**config.mk**
```make
export PLATFORM = sky130hd
export DESIGN_NAME = vga_sync_ctrl
export DESIGN_NICKNAME = d
export VERILOG_FILES = /design/src/rtl/vga_timing_pkg.sv /design/src/rtl/vga_axis_counter.sv /design/src/rtl/vga_sync_ctrl.sv
export SDC_FILE = /design/constraint.sdc
export NUM_CORES = 1
export LEC_CHECK = 0
export BUFFER_PORTS_ARGS = -buffer_cell sky130_fd_sc_hd__buf_2
export CORE_MARGIN = 5
export CORE_UTILIZATION = 60
export CTS_CLUSTER_DIAMETER = 80
export DETAILED_ROUTE_END_ITERATION = 6
export HOLD_SLACK_MARGIN = 0.05
export PLACE_DENSITY = 0.85
export SYNTH_ARGS = -nofsm -noshare
export SYNTH_HDL_FRONTEND = slang
export SYNTH_SLANG_ARGS = --single-unit
```
**constraint.sdc**
```tcl
create_clock -name vga_clk -period 4.2 [get_ports vga_clk]
set_clock_uncertainty 0.05 [all_clocks]
set_input_delay 0.21 -clock vga_clk [delete_from_list [all_inputs] [get_ports vga_clk]]
set_output_delay 0.21 -clock vga_clk [all_outputs]
set_load 0.01 [all_outputs]
```
**src/rtl/vga_timing_pkg.sv**
```systemverilog
`timescale 1ns/1ps
`default_nettype none
// ============================================================================
// vga_timing_pkg : 800x600 @ 60 Hz VGA timing defaults and window helpers
// Revision       : 1.0
// ============================================================================
package vga_timing_pkg;

   localparam int unsigned c_CNT_W = 11;
   typedef logic [c_CNT_W-1:0] coord_t;

   localparam int unsigned c_H_SYNC   = 128;
   localparam int unsigned c_H_BACK   = 88;
   localparam int unsigned c_H_ACTIVE = 800;
   localparam int unsigned c_H_FRONT  = 40;

   localparam int unsigned c_V_SYNC   = 4;
   localparam int unsigned c_V_BACK   = 23;
   localparam int unsigned c_V_ACTIVE = 600;
   localparam int unsigned c_V_FRONT  = 1;

   localparam coord_t c_COORD_INVALID = 11'h7FF;

   function automatic int unsigned axis_total(input int unsigned sync, back, active, front);
      return sync + back + active + front;
   endfunction

   function automatic int unsigned act_start(input int unsigned sync, back);
      return sync + back;
   endfunction

   function automatic int unsigned act_end(input int unsigned sync, back, active);
      return sync + back + active - 1;
   endfunction

endpackage
`default_nettype wire

```
**src/rtl/vga_axis_counter.sv**
```systemverilog
`timescale 1ns/1ps
`default_nettype none
// ============================================================================
// vga_axis_counter : wrap-around raster counter with sync/active decode
// Revision         : 1.0
// ============================================================================
module vga_axis_counter
   import vga_timing_pkg::*;
#(
   parameter int unsigned TOTAL     = 1056,
   parameter int unsigned SYNC_LEN  = 128,
   parameter int unsigned ACT_START = 216,
   parameter int unsigned ACT_END   = 1015
) (
   input  logic   clk_i,
   input  logic   rst_i,
   input  logic   en_i,
   output coord_t count_o,
   output logic   in_sync_o,
   output logic   in_active_o
);

   coord_t count_q;
   coord_t count_d;
   logic   w_at_end;

   assign w_at_end = (count_q == coord_t'(TOTAL - 1));

   always_comb begin
      count_d = count_q;
      if (en_i) begin
         count_d = w_at_end ? '0 : count_q + 1'b1;
      end
   end

   always_ff @(posedge clk_i) begin
      if (rst_i) begin
         count_q <= '0;
      end else begin
         count_q <= count_d;
      end
   end

   assign count_o     = count_q;
   assign in_sync_o   = (count_q < coord_t'(SYNC_LEN));
   assign in_active_o = (count_q >= coord_t'(ACT_START)) && (count_q <= coord_t'(ACT_END));

endmodule
`default_nettype wire

```
**src/rtl/vga_sync_ctrl.sv**
```systemverilog
`timescale 1ns/1ps
`default_nettype none
// ============================================================================
// vga_sync_ctrl : VGA raster timing generator with early pixel request
// Revision      : 1.0
// ============================================================================
module vga_sync_ctrl
   import vga_timing_pkg::*;
#(
   parameter int unsigned H_SYNC   = c_H_SYNC,
   parameter int unsigned H_BACK   = c_H_BACK,
   parameter int unsigned H_ACTIVE = c_H_ACTIVE,
   parameter int unsigned H_FRONT  = c_H_FRONT,
   parameter int unsigned V_SYNC   = c_V_SYNC,
   parameter int unsigned V_BACK   = c_V_BACK,
   parameter int unsigned V_ACTIVE = c_V_ACTIVE,
   parameter int unsigned V_FRONT  = c_V_FRONT,
   parameter bit          SYNC_POL = 1'b1
) (
   input  logic        vga_clk,
   input  logic        sys_rst,
   input  logic [2:0]  pix_data,
   output logic [10:0] pix_x,
   output logic [10:0] pix_y,
   output logic        hsync,
   output logic        vsync,
   output logic [2:0]  vga_rgb
);

   localparam int unsigned H_TOTAL     = axis_total(H_SYNC, H_BACK, H_ACTIVE, H_FRONT);
   localparam int unsigned V_TOTAL     = axis_total(V_SYNC, V_BACK, V_ACTIVE, V_FRONT);
   localparam int unsigned H_ACT_START = act_start(H_SYNC, H_BACK);
   localparam int unsigned H_ACT_END   = act_end(H_SYNC, H_BACK, H_ACTIVE);
   localparam int unsigned V_ACT_START = act_start(V_SYNC, V_BACK);
   localparam int unsigned V_ACT_END   = act_end(V_SYNC, V_BACK, V_ACTIVE);

   coord_t w_h_cnt;
   coord_t w_v_cnt;
   logic   w_h_wrap;
   logic   w_h_in_sync;
   logic   w_v_in_sync;
   logic   w_h_in_active;
   logic   w_v_in_active;
   logic   w_h_in_req;
   logic   w_req;

   assign w_h_wrap = (w_h_cnt == coord_t'(H_TOTAL - 1));

   vga_axis_counter #(
      .TOTAL     (H_TOTAL),
      .SYNC_LEN  (H_SYNC),
      .ACT_START (H_ACT_START),
      .ACT_END   (H_ACT_END)
   ) u_h_cnt (
      .clk_i       (vga_clk),
      .rst_i       (sys_rst),
      .en_i        (1'b1),
      .count_o     (w_h_cnt),
      .in_sync_o   (w_h_in_sync),
      .in_active_o (w_h_in_active)
   );

   vga_axis_counter #(
      .TOTAL     (V_TOTAL),
      .SYNC_LEN  (V_SYNC),
      .ACT_START (V_ACT_START),
      .ACT_END   (V_ACT_END)
   ) u_v_cnt (
      .clk_i       (vga_clk),
      .rst_i       (sys_rst),
      .en_i        (w_h_wrap),
      .count_o     (w_v_cnt),
      .in_sync_o   (w_v_in_sync),
      .in_active_o (w_v_in_active)
   );

   // Request one pixel ahead so the source's registered data lands on its column.
   assign w_h_in_req = (w_h_cnt >= coord_t'(H_ACT_START - 1)) &&
                       (w_h_cnt <= coord_t'(H_ACT_END - 1));
   assign w_req      = w_h_in_req & w_v_in_active;

   assign pix_x   = w_req ? (w_h_cnt - coord_t'(H_ACT_START - 1)) : c_COORD_INVALID;
   assign pix_y   = w_req ? (w_v_cnt - coord_t'(V_ACT_START))     : c_COORD_INVALID;
   assign hsync   = w_h_in_sync ? SYNC_POL : ~SYNC_POL;
   assign vsync   = w_v_in_sync ? SYNC_POL : ~SYNC_POL;
   assign vga_rgb = (w_h_in_active & w_v_in_active) ? pix_data : 3'b000;

endmodule
`default_nettype wire

```
* Word-level counts from Yosys, hierarchy flattened
Cells that the tools add are included.
** Storage, ports and cells
- Output and inout bits :: 27
- Word-level logic and storage cells :: 28
- Memories :: 0
- Memory bits (read-only) :: 0
- Flip-flop bits (word level) :: 22
- RAM bits :: 0
- Bits in latches :: 0
** Cells by class
- Divide/modulo/power cells :: 0
- Eq/ne operators :: 2
- Multiply operators :: 0
- Add/sub/neg operators :: 4
- Reductions and logical operators :: 4
- Muxes and demuxes :: 6
- Shifts and indexed selects :: 0
- Order comparisons :: 8
- Bitwise operators :: 2
** Operator list (count)
- less-or-equal comparator 11 x 10 -> 1 bit, second input constant :: 3
- 2-to-1 mux 11 bit :: 3
- adder 11 x 1 -> 11 bit, second input constant :: 2
- >= comparator 11 x 8 -> 1 bit, second input constant :: 2
- equality test 11 x 10 -> 1 bit, second input constant :: 1
- equality test 11 bit, second input constant :: 1
- >= comparator 11 x 5 -> 1 bit, second input constant :: 1
- < comparator 11 x 3 -> 1 bit, second input constant :: 1
- < comparator 11 x 8 -> 1 bit, second input constant :: 1
- subtractor 11 x 5 -> 11 bit, second input constant :: 1
- subtractor 11 x 8 -> 11 bit, second input constant :: 1
- logical AND 1 bit :: 3
- 2-to-1 mux 3 bit :: 1
- bitwise AND 1 bit :: 2
- 2-to-1 mux 1 bit :: 2
- OR reduction 2 bit :: 1

* Longest topological paths before layout
Gate-level depths: netlist of the first run.
- Word-level depth :: 4
- Depth in mapped cells :: 7

* Hierarchy
A second synthesis of the first run with hierarchy kept.
** Second synthesis, totals
- Cell total of the unflattened synthesis :: 234
- Area, all modules :: 1913.1 µm²
** Modules (own cells, without submodules)
- vga_sync_ctrl :: instances 1, area an instance 654.4 µm², sequential area each 0.0 µm², cells each 94
- vga_axis_counter (u_h_cnt) :: instances 1, area an instance 650.6 µm², sequential area each 220.2 µm², cells each 71
- vga_axis_counter (u_v_cnt) :: instances 1, area an instance 608.1 µm², sequential area each 220.2 µm², cells each 69

* Worst setup path before layout of the first run
Ideal clock, no wire load.
- Path kind :: flip-flop to output port
- Start point :: register u_v_cnt.count_q[0], in the netlist u_v_cnt.count_o[0]
- End point :: output pix_x[0]
- Setup slack :: 2.285 ns
- Data arrival time :: 1.655 ns
- Stages on the path, launching flop included :: 8
- Path through :: dfxtp_1 -> ha_1 -> clkbuf_2 -> a211oi_1 -> o211ai_1 -> o311a_1 -> clkbuf_1 -> nand3_1
** Between the ends
- Word-level cells in the longest chain between the ends :: 4
- Elaborated cells on any way between the ends :: 5
** Ends and longest elaborated chain
- start, declared :: RTL line vga_axis_counter.sv:23 : coord_t count_q;
- start signal, assigned :: RTL line vga_axis_counter.sv:40 : count_q <= count_d;
- >= comparator 11 x 5 -> 1 bit or less-or-equal comparator 11 x 10 -> 1 bit (tied branches) :: RTL line vga_axis_counter.sv:46 : assign in_active_o = (count_q >= coord_t'(ACT_START)) && (count_q <= coord_t'(ACT_END));
- logical AND 1 bit * :: RTL line vga_axis_counter.sv:46
- bitwise AND 1 bit * :: RTL line vga_sync_ctrl.sv:80 : assign w_req = w_h_in_req & w_v_in_active;
- 2-to-1 mux 11 bit * :: RTL line vga_sync_ctrl.sv:82 : assign pix_x = w_req ? (w_h_cnt - coord_t'(H_ACT_START - 1)) : c_COORD_INVALID;
- end, declared :: RTL line vga_sync_ctrl.sv:23 : output logic [10:0] pix_x,
Every way passes the cells marked *; elsewhere a longest branch is shown, timed or not.

* Final worst setup path of the first run
- Start point :: register u_v_cnt.count_q[0], in the netlist u_v_cnt.count_o[0]
- End point :: output pix_x[7]
The elaborated chain is that of the path after synthesis.

==> impl_metrics.csv, run 1 <==
group,metric,value,unit
clock_tree,tritoncts,"yes",
grt,use_met2,0.3410,
clock_tree,insertion_delay,0.30,ns
route,via_count,1735,
yosys,synth_fp_nets,237,
sta,finalCritPeriodShare,0.6792,
grt,grt_max_degree,23,
sta,max_freq,350.5,MHz
setup_path,cp_max_fo,22,
cells_and_area,stdcell_count,274,
route,routed_via_density,6.332,
grt,grt_pass1_wl,7.534,mm
yosys,synth_area_leaders,"dfxtp_1 (24%), xnor2_1 (6.8%), nand3_1 (6.7%), a21oi_1 (4.2%), xor2_1 (3.9%)",
yosys,synthTopCellsByCount,"nand3_1 (24), dfxtp_1 (22), nor2_1 (17)",
grt,use_met1,0.3344,
die,core,2829,sq um
yosys,avgSynthCellArea,7.873,sq um
yosys,netlist_instances,229,
placed_design,hpwl,3.267,mm
grt,grt_util_all_layers,0.2238,
sta,rsz0062_at_grt,"false",
cells_and_area,area_growth,3.123,%
cells_and_area,finalNetCount,253,
setup_path,worstPathArrival,2.59,ns
route,ant_nets,0,
yosys,synth_edf_count,0,
grt,use_met3,0.03627,
setup_path,worstSetupEndpointType,"output pin",
placed_design,dp.cells,271,
yosys,ys_ff_latch,22,
cells_and_area,drive_above_1_share,0.1811,
yosys,synth_area,1803,sq um
route,drtIter0Drc,117,
status,status,"finished clean",
sta,hold_viol_final,0,
route,wire_per_inst,15.58,microns
grt,busiest_layer,"met2",
job,cap_violations,0,
clock_tree,cts_hold_buffers,0,
power,max-vdd-ir-drop,117.0,uV
die,io_pins,32,
setup_path,worstSetupPathType,"reg -> out",
yosys,yosysWarnings,0,
route,drc,0,
yosys,ys.flop_type,"dfxtp_1",
setup_path,cp.required,3.94,ns
die,num_rows,19,
sta,fin_crit,2.853,ns
yosys,yosysMostFrequentCell,"nand3_1",
die,die_w,64.82,microns
clock_tree,post_cts_buffers,0,
route,wirelength,4.268,mm
yosys,synthArstFlopShare,0,
placed_design,gp_congestion,0.9087,
power,p_per_area,174.8,nW/um^2
clock_tree,clockBufferDepth,2,
clock_tree,cts_root_buf,"clkbuf_4",
sta,tightest_slew,0.7263,ns
clock_tree,numCtsBuffers,3,
yosys,yosysSeqAreaShare,0.2443,
clock_tree,cts_sinks,22,
yosys,synth.top_cell.area_share,0.2443,
grt,antenna_found_initial,0,
grt,grt_pass1_vias,1563,
sta,finalMaxSlewViolations,0,
sta,setup_tns,0,ns
cells_and_area,antenna_cells,0,
setup_path,critPathLaunchType,"register",
placed_design,io_buffers,31,
die,fp.dieArea,4201,sq um
worst_hold_path,hp-class,"in -> reg",
clock_tree,clkTransAtPathRegs,0.11,ns
sta,final-setup-viol-count,0,
die,start_util,0.6373,
route,dr.pass1.iters,4,
yosys,synth.distinct_cells,53,
power,p_leak,0.6041,nW
yosys,synth_top_area_cell,"dfxtp_1",
clock_tree,cts_resized,0,
die,chipHeight,64.82,microns
grt,overflow,0,
sta,slew_headroom,0.5158,
clock_tree,htree_levels,1,
==> metrics by stage <==
stage / hold slack (ns) / cell area (sq um) / util / setup slack [ns] / total power [mW]
CTS: 0.1321 / 1859 / 0.6572 / 1.377 / 0.3289
global placement: 0.4577 / 1837 / 0.6493 / 1.764 / 0.2345
global route: 0.1624 / 1859 / 0.6572 / 1.084 / 0.3415
floorplan: 0.3742 / 1803 / - / 2.285 / 0.2311
detailed placement: 0.4594 / 1837 / 0.6493 / 1.724 / 0.2350
finish: 0.1430 / 1859 / 0.6572 / 1.347 / 0.3250
==> cells by family (layout without fill, tap and decap cells) <==
group,Yosys count,in the layout,share of synthesized area
simple gates,105,105,0.3414
compound gates,48,48,0.1735
mux,1,1,0.005552
flops,22,22,0.2443
xor+xnor,22,22,0.1069
buf+inv,28,42,0.1076
fa+ha+maj,3,3,0.02082
==> per-layer routing <==
metal	up-vias	wire, microns
li1	863	-
met1	797	2094
met2	71	1782
met3	4	359
met4	0	31
met5	-	0
==> final cells by class <==
type	count	area, sq um
clock buffer	3	22.52
fill	258	969.7
tap	31	38.79
inverter	7	26.28
sequential	22	440.4
multi-input combinational	179	1169
timing repair buffer	32	162.7
==> flip-flops by register name, indices dropped and copies added (netlist names) <==
name / count
u_h_cnt.count_o: 11
u_v_cnt.count_o: 11
==> worst max-delay path: stages, from the launching register on <==
cell and delay [ns]:
dfxtp_1 0.49, ha_1 0.42, a211oi_1 0.08, o211ai_1 0.24, o311a_1 0.69, o211ai_1 0.19, buf_2 0.18
==> placed cells by master, fill, tap and decap left out, drive strengths merged, types with 4 or more instances in the layout <==
cell type,instances
xor2,8
nor3b,4
nand3,25
or3,5
a21oi,15
o21ai,10
nand4,8
buf,32
nor3,8
dfxtp,22
and4,4
nand2,12
inv,7
xnor2,14
nor2,18
==> path summary, 6_finish.rpt <==
kind,from,end,slack [ns],depth (start not counted)
min,sys_rst,u_v_cnt.count_o[0]$_SDFFE_PP0P_,0.14,2
max,u_v_cnt.count_o[0]$_SDFFE_PP0P_,pix_x[7],1.35,6
max reg2reg,u_h_cnt.count_o[0]$_SDFF_PP0_,u_v_cnt.count_o[9]$_SDFFE_PP0P_,2.01,5
min reg2reg,u_h_cnt.count_o[0]$_SDFF_PP0_,u_h_cnt.count_o[0]$_SDFF_PP0_,0.50,1
==> power breakdown <==
group / internal [mW] / leakage, nW / switching, mW
Combinational: 0.00596 / 0.413 / 0.00838
Clock: 0.0335 / 0.0138 / 0.0611
Sequential: 0.211 / 0.178 / 0.00507
Total: 0.250 / 0.604 / 0.0746
No activity file was read; power rests on OpenSTA's default activity.
==> run 2: changes to the inputs <==
CORE_UTILIZATION = 51   (was 60)
PLACE_DENSITY = 0.77   (was 0.85)
clock period = 2.3 ns   (was 4.2 ns; I/O delays follow)
==> run 2 against run 1 <==
Against the previous run: worst setup slack got worse by 1.3 ns; global-route usage fell by 4.0 points; total power increased by 86%; wire length up 0.35%; largest cell class unchanged; non-clock buffer count up 20; die area grew 15%; first-iteration DRC count is 17% higher; sequential share of layout area down 1.8 points; clock power rose by 93%; via count up 1.7%; combinational power up 110%; sequential power grew 81%.
==> impl_metrics.csv, run 2 (same netlist as run 1, synthesis figures left out) <==
group,metric,value,unit
power,p_per_area,295.1,nW/um^2
power,p_leak,0.7105,nW
placed_design,dp.cells,303,
sta,slew_headroom,0.7297,
clock_tree,insertion_delay,0.32,ns
route,via_count,1764,
power,power.total,605.1,uW
die,io_pins,32,
sta,fin_crit,2.243,ns
grt,grt_util_all_layers,0.1837,
cells_and_area,layout_common_cells,"buf_2 (31), nand3_1 (24), buf_4 (19), dfxtp_1 (19), nor2_1 (17)",
cells_and_area,final_common_cell,"buf_2",
setup_path,r2r_end,"u_v_cnt.count_o[8]$_SDFFE_PP0P_",
cells_and_area,stdcell_count,309,
cells_and_area,area_growth,13.74,%
grt,use_met1,0.2729,
die,die_w,69.46,microns
sta,whs,0.4489,ns
sta,hold_viol_final,0,
grt,grt_max_degree,16,
sta,finalCritPeriodShare,0.9752,
setup_path,r2r_start,"u_h_cnt.count_o[5]$_SDFF_PP0_",
grt,grt_pass1_vias,1541,
grt,busiest_layer,"met1",
setup_path,worstSetupPathType,"reg -> out",
route,wirelength,4.283,mm
clock_tree,cts_root_buf,"clkbuf_4",
clock_tree,clkTransAtPathRegs,0.12,ns
cells_and_area,drive_above_1_share,0.2586,
cells_and_area,finalNetCount,273,
sta,final-setup-viol-count,0,
route,wire_per_inst,13.86,microns
worst_hold_path,worst_hold_path.endpoint,"u_v_cnt.count_o[1]$_SDFFE_PP0P_",
sta,max_freq,445.8,MHz
route,routed_via_density,5.709,
worst_hold_path,worstHoldStart,"u_v_cnt.count_o[1]$_SDFFE_PP0P_",
setup_path,critPathLaunchType,"register",
route,drc,0,
setup_path,cp_max_fo,7,
sta,finalMaxSlewViolations,0,
clock_tree,clockBufferDepth,2,
setup_path,cp.required,2.13,ns
route,drtIter0Drc,137,
die,core,3390,sq um
power,max-vdd-ir-drop,155.1,uV
cells_and_area,antenna_cells,0,
placed_design,gp_congestion,0.9232,
grt,antenna_found_initial,0,
clock_tree,cts_sinks,22,
clock_tree,tritoncts,"yes",
grt,use_met2,0.2627,
die,fp.dieArea,4824,sq um
die,start_util,0.5319,
worst_hold_path,hold_depth,2,
route,dr.pass1.iters,4,
status,status,"finished clean",
sta,worst_slack,0.05708,ns
clock_tree,numCtsBuffers,3,
placed_design,io_buffers,31,
clock_tree,htree_levels,1,
placed_design,pre_cts_slack,0.2878,ns
placed_design,hpwl,3.325,mm
setup_path,reg2reg_slack,0.31,ns
sta,setup_tns,0,ns
die,num_rows,21,
route,ant_nets,0,
grt,grt_pass1_wl,7.417,mm
setup_path,crit_path_start,"u_v_cnt.count_o[1]$_SDFFE_PP0P_",
grt,overflow,0,
job,cap_violations,0,
die,chipHeight,69.46,microns
setup_path,worstPathArrival,2.08,ns
setup_path,worstSetupEndpointType,"output pin",
grt,use_met3,0.03478,
sta,tightest_slew,0.4037,ns
setup_path,rr_worst_depth,5,
worst_hold_path,hp-class,"reg -> reg",
==> run 2: what timing repair did <==
action | in CTS | in global routing
hold buffers | 1 | 0
gates resized for setup | 1 | 8
pin swaps | 0 | 3
hold endpoints to repair | 7 | 0
buffers inserted | 0 | 2
setup endpoints to repair | 19 | 25
==> run 2: final cells by class <==
type | instances | area [sq um]
timing repair buffer | 52 | 319.1
fill | 321 | 1339
tap | 46 | 57.56
inverter | 7 | 26.28
sequential | 22 | 449.2
multi-input combinational | 179 | 1176
clock buffer | 3 | 22.52
==> run 2: report_power, final <==
part | internal, mW | total (mW) | switching [mW]
Combinational | 0.0145 | 0.0306 | 0.0161
Sequential | 0.385 | 0.391 | 0.00681
Clock | 0.0615 | 0.183 | 0.122
Total | 0.461 | 0.605 | 0.145
==> run 2: worst max-delay path by stage <==
stage,end,cells past startpoint,slack [ns]
after floorplan,u_v_cnt.count_o[8]$_SDFFE_PP0P_,5,0.42
after global placement,u_v_cnt.count_o[8]$_SDFFE_PP0P_,5,0.30
after detailed placement,u_v_cnt.count_o[10]$_SDFFE_PP0P_,5,0.29
after CTS,pix_y[5],7,0.02
after global routing,pix_x[4],6,-0.03
final,pix_x[4],6,0.06
==> run 2: routing by layer <==
layer  share of wire  routed length, microns
met5               0                       0
met4           0.013                      55
met3           0.061                     263
met2            0.41                    1736
met1            0.52                    2228
==> run 2: per-stage QoR <==
step / utilization / instance area, sq um
after floorplan: - / 1803
after global placement: 0.5851 / 1983
after detailed placement: 0.5851 / 1983
after CTS: 0.5962 / 2021
after global routing: 0.6050 / 2051
final: 0.6050 / 2051
==> run 2: worst max-delay path, stage by stage, from the launching register on <==
cell and delay (ns):
dfxtp_2 0.37, or3_1 0.37, a211o_1 0.28, a22oi_2 0.28, buf_4 0.22, nand3_1 0.09, buf_2 0.15
==> run 3: changes to the inputs <==
ABC_AREA = 1   (was not set)
PLACE_DENSITY = 0.76   (was 0.77)
==> run 3 against run 2 <==
Against the previous run: critical path type unchanged; largest power group unchanged; cell count grew 32%; total power grew 28%; count of clock-buffer cells in the layout unchanged; non-clock buffer count is 16 lower.
==> impl_metrics.csv, run 3 <==
group,metric,value,unit
status,status,"finished clean",
placed_design,pre_cts_slack,0.2771,ns
sta,final-setup-viol-count,0,
power,p_per_area,357.1,nW/um^2
route,routed_via_density,5.059,
yosys,synth_area_leaders,"dfxtp_1 (23%), nand2_1 (19%), inv_1 (9.3%), nor2_1 (8.1%), xor2_1 (6.9%)",
cells_and_area,seq_area,442.9,sq um
clock_tree,tritoncts,"yes",
setup_path,worstPathArrival,1.96,ns
cells_and_area,stdcell_count,407,
cells_and_area,drive_above_1_share,0.1894,
setup_path,rr_worst_depth,8,
grt,grt_util_all_layers,0.1880,
yosys,synth_area,1903,sq um
placed_design,dp.cells,401,
clock_tree,clockBufferDepth,2,
power,seqPwrFrac,0.501,
grt,grt_pass1_wl,7.983,mm
power,clkPwrFrac,0.458,
cells_and_area,finalNetCount,368,
setup_path,worstSetupEndpointType,"output pin",
clock_tree,cts_root_buf,"clkbuf_8",
grt,antenna_found_initial,0,
cells_and_area,antenna_cells,0,
die,die_w,71.09,microns
setup_path,r2r_end,"u_v_cnt.count_o[5]$_SDFFE_PP0P_",
placed_design,gp_congestion,0.9075,
yosys,synth_edf_count,0,
clock_tree,insertion_delay,0.26,ns
yosys,avgSynthCellArea,5.820,sq um
clock_tree,numCtsBuffers,3,
power,swShare,0.1910,
power,p_comb_frac,0.041,
setup_path,endpoint,"pix_x[4]",
job,cap_violations,0,
grt,overflow,0,
setup_path,r2r_start,"u_h_cnt.count_o[0]$_SDFF_PP0_",
grt,grt_pass1_vias,1791,
route,wire_per_inst,11.35,microns
die,chipHeight,71.09,microns
die,start_util,0.5238,
sta,tightest_slew,0.4687,ns
cells_and_area,fillers,356,
route,via_count,2059,
setup_path,max_stage_delay,0.38,ns
sta,finalMaxSlewViolations,0,
sta,hold_viol_final,0,
setup_path,critPathLaunchType,"register",
die,fp.dieArea,5053,sq um
sta,slew_headroom,0.6868,
power,switchingPower,148.5,uW
sta,max_freq,471.3,MHz
setup_path,reg2reg_slack,0.40,ns
route,drtIter0Drc,200,
yosys,synth.distinct_cells,24,
placed_design,io_buffers,31,
route,wirelength,4.619,mm
power,max-vdd-ir-drop,417.2,uV
route,dr.pass1.iters,4,
setup_path,cp.required,2.13,ns
die,io_pins,32,
route,ant_nets,0,
yosys,ys.flop_type,"dfxtp_1",
clock_tree,cts_sinks,22,
clock_tree,clkTransAtPathRegs,0.08,ns
sta,worst_slack,0.1784,ns
yosys,yosysSeqAreaShare,0.2314,
setup_path,crit_chain,"ha_1, nand2_2, inv_1, nand2_1, nor2_2, nor2_1, o21ai_2, nand2_2, nor2_4, buf_4, nand2_1, buf_2",
route,drc,0,
setup_path,crit_path_start,"u_h_cnt.count_o[0]$_SDFF_PP0_",
yosys,synthTopCellsByCount,"nand2_1 (96), inv_1 (47), nor2_1 (41)",
cells_and_area,layout_common_cells,"nand2_1 (96), inv_1 (47), nor2_1 (41)",
power,internal_power,629.0,uW
yosys,netlist_instances,327,
die,core,3633,sq um
yosys,synth.top_cell.area_share,0.2314,
sta,rsz0062_at_grt,"false",
cells_and_area,final_common_cell,"nand2_1",
yosys,ys_ff_latch,22,
yosys,synthArstFlopShare,0,
power,p_leak,1.045,nW
cells_and_area,area_growth,14.40,%
cells_and_area,multiInputGateArea,1209,sq um
setup_path,cp_max_fo,11,
sta,finalCritPeriodShare,0.9224,
sta,setup_tns,0,ns
grt,grt_max_degree,14,
setup_path,worstSetupPathType,"reg -> out",
die,num_rows,22,
yosys,synth_top_area_cell,"dfxtp_1",
yosys,yosysMostFrequentCell,"nand2_1",
worst_hold_path,hp-class,"reg -> reg",
placed_design,hpwl,3.746,mm
setup_path,crit_slowest_cell,"dfxtp_1",
yosys,synth_fp_nets,335,
yosys,yosysWarnings,0,
sta,fin_crit,2.122,ns
clock_tree,htree_levels,1,
## run 3: area by class of cell
| type | count | share of cell area |
|---|---|---|
| Clock buffer | 3 | 0.01897 |
| Clock inverter | 1 | 0.01379 |
| Inverter | 53 | 0.09138 |
| Multi-Input combinational cell | 244 | 0.5552 |
| Sequential cell | 22 | 0.2034 |
| Tap cell | 48 | 0.02759 |
| Timing Repair Buffer | 36 | 0.08965 |
## run 3: worst min-delay path by stage
stage / startpoint / slack (ns) / depth (start not counted) / end
floorplan: sys_rst / 0.13 / 1 / u_v_cnt.count_o[10]$_SDFFE_PP0P_
global placement: sys_rst / 0.31 / 2 / u_v_cnt.count_o[3]$_SDFFE_PP0P_
detailed placement: sys_rst / 0.31 / 2 / u_v_cnt.count_o[3]$_SDFFE_PP0P_
CTS: u_h_cnt.count_o[0]$_SDFF_PP0_ / 0.43 / 1 / u_h_cnt.count_o[0]$_SDFF_PP0_
global route: u_h_cnt.count_o[0]$_SDFF_PP0_ / 0.44 / 1 / u_h_cnt.count_o[0]$_SDFF_PP0_
finish: u_h_cnt.count_o[0]$_SDFF_PP0_ / 0.42 / 1 / u_h_cnt.count_o[0]$_SDFF_PP0_
## run 3: through the flow
step                total power [mW]  hold slack [ns]  cell area (sq um)  utilization
floorplan                     0.4198           0.1341               1903            -
global placement              0.4287           0.3127               2086       0.5740
detailed placement            0.4291           0.3131               2086       0.5740
CTS                           0.7887           0.4256               2175       0.5985
global route                  0.8081           0.4417               2177       0.5992
finish                        0.7775           0.4195               2177       0.5992
## run 3: critical path: cells and delay by family (launching register included)
family,cells,cell delay [ns]
buffers and inverters,3,0.43
AOI/OAI and AO/OA,1,0.06
and+or+nand+nor,7,0.62
adders and majority gates,1,0.22
DFF,1,0.38
## run 3: layer usage
| metal | share of wire | global-route usage | wire, microns |
|---|---|---|---|
| met5 | 0 | 0 | 0 |
| met4 | 0.0050 | 0.02505 | 23 |
| met3 | 0.055 | 0.03409 | 252 |
| met2 | 0.44 | 0.2956 | 2029 |
| met1 | 0.50 | 0.2737 | 2313 |
## run 3: logic make-up (layout without fill, tap and decap cells)
kind of cell | after synthesis | in the layout | share of synthesized area
XOR/XNOR | 16 | 16 | 0.07364
adder cells (fa/ha/maj) | 3 | 3 | 0.01973
AND/OR/NAND/NOR | 199 | 199 | 0.4701
AO/OA/AOI/OAI | 26 | 26 | 0.07166
flip-flops | 22 | 22 | 0.2314
buffers and inverters | 61 | 93 | 0.1335
## run 3: timing repair
| action | CTS | global route |
|---|---|---|
| hold endpoints to repair | 4 | 0 |
| pin swaps | 1 | 0 |
| gates cloned | 0 | 0 |
| hold buffers | 1 | 0 |
| setup buffers | 1 | 0 |
| resized for setup | 0 | 2 |
| endpoints found under the setup margin | 8 | 11 |
## run 3: power groups by stage
| stage | clock, mW | sequential (mW) | combinational (mW) |
|---|---|---|---|
| floorplan | 0 | 0.398 | 0.0217 |
| global placement | 0 | 0.399 | 0.0301 |
| detailed placement | 0 | 0.399 | 0.0302 |
| CTS | 0.367 | 0.390 | 0.0318 |
| global route | 0.382 | 0.390 | 0.0359 |
| finish | 0.356 | 0.390 | 0.0316 |
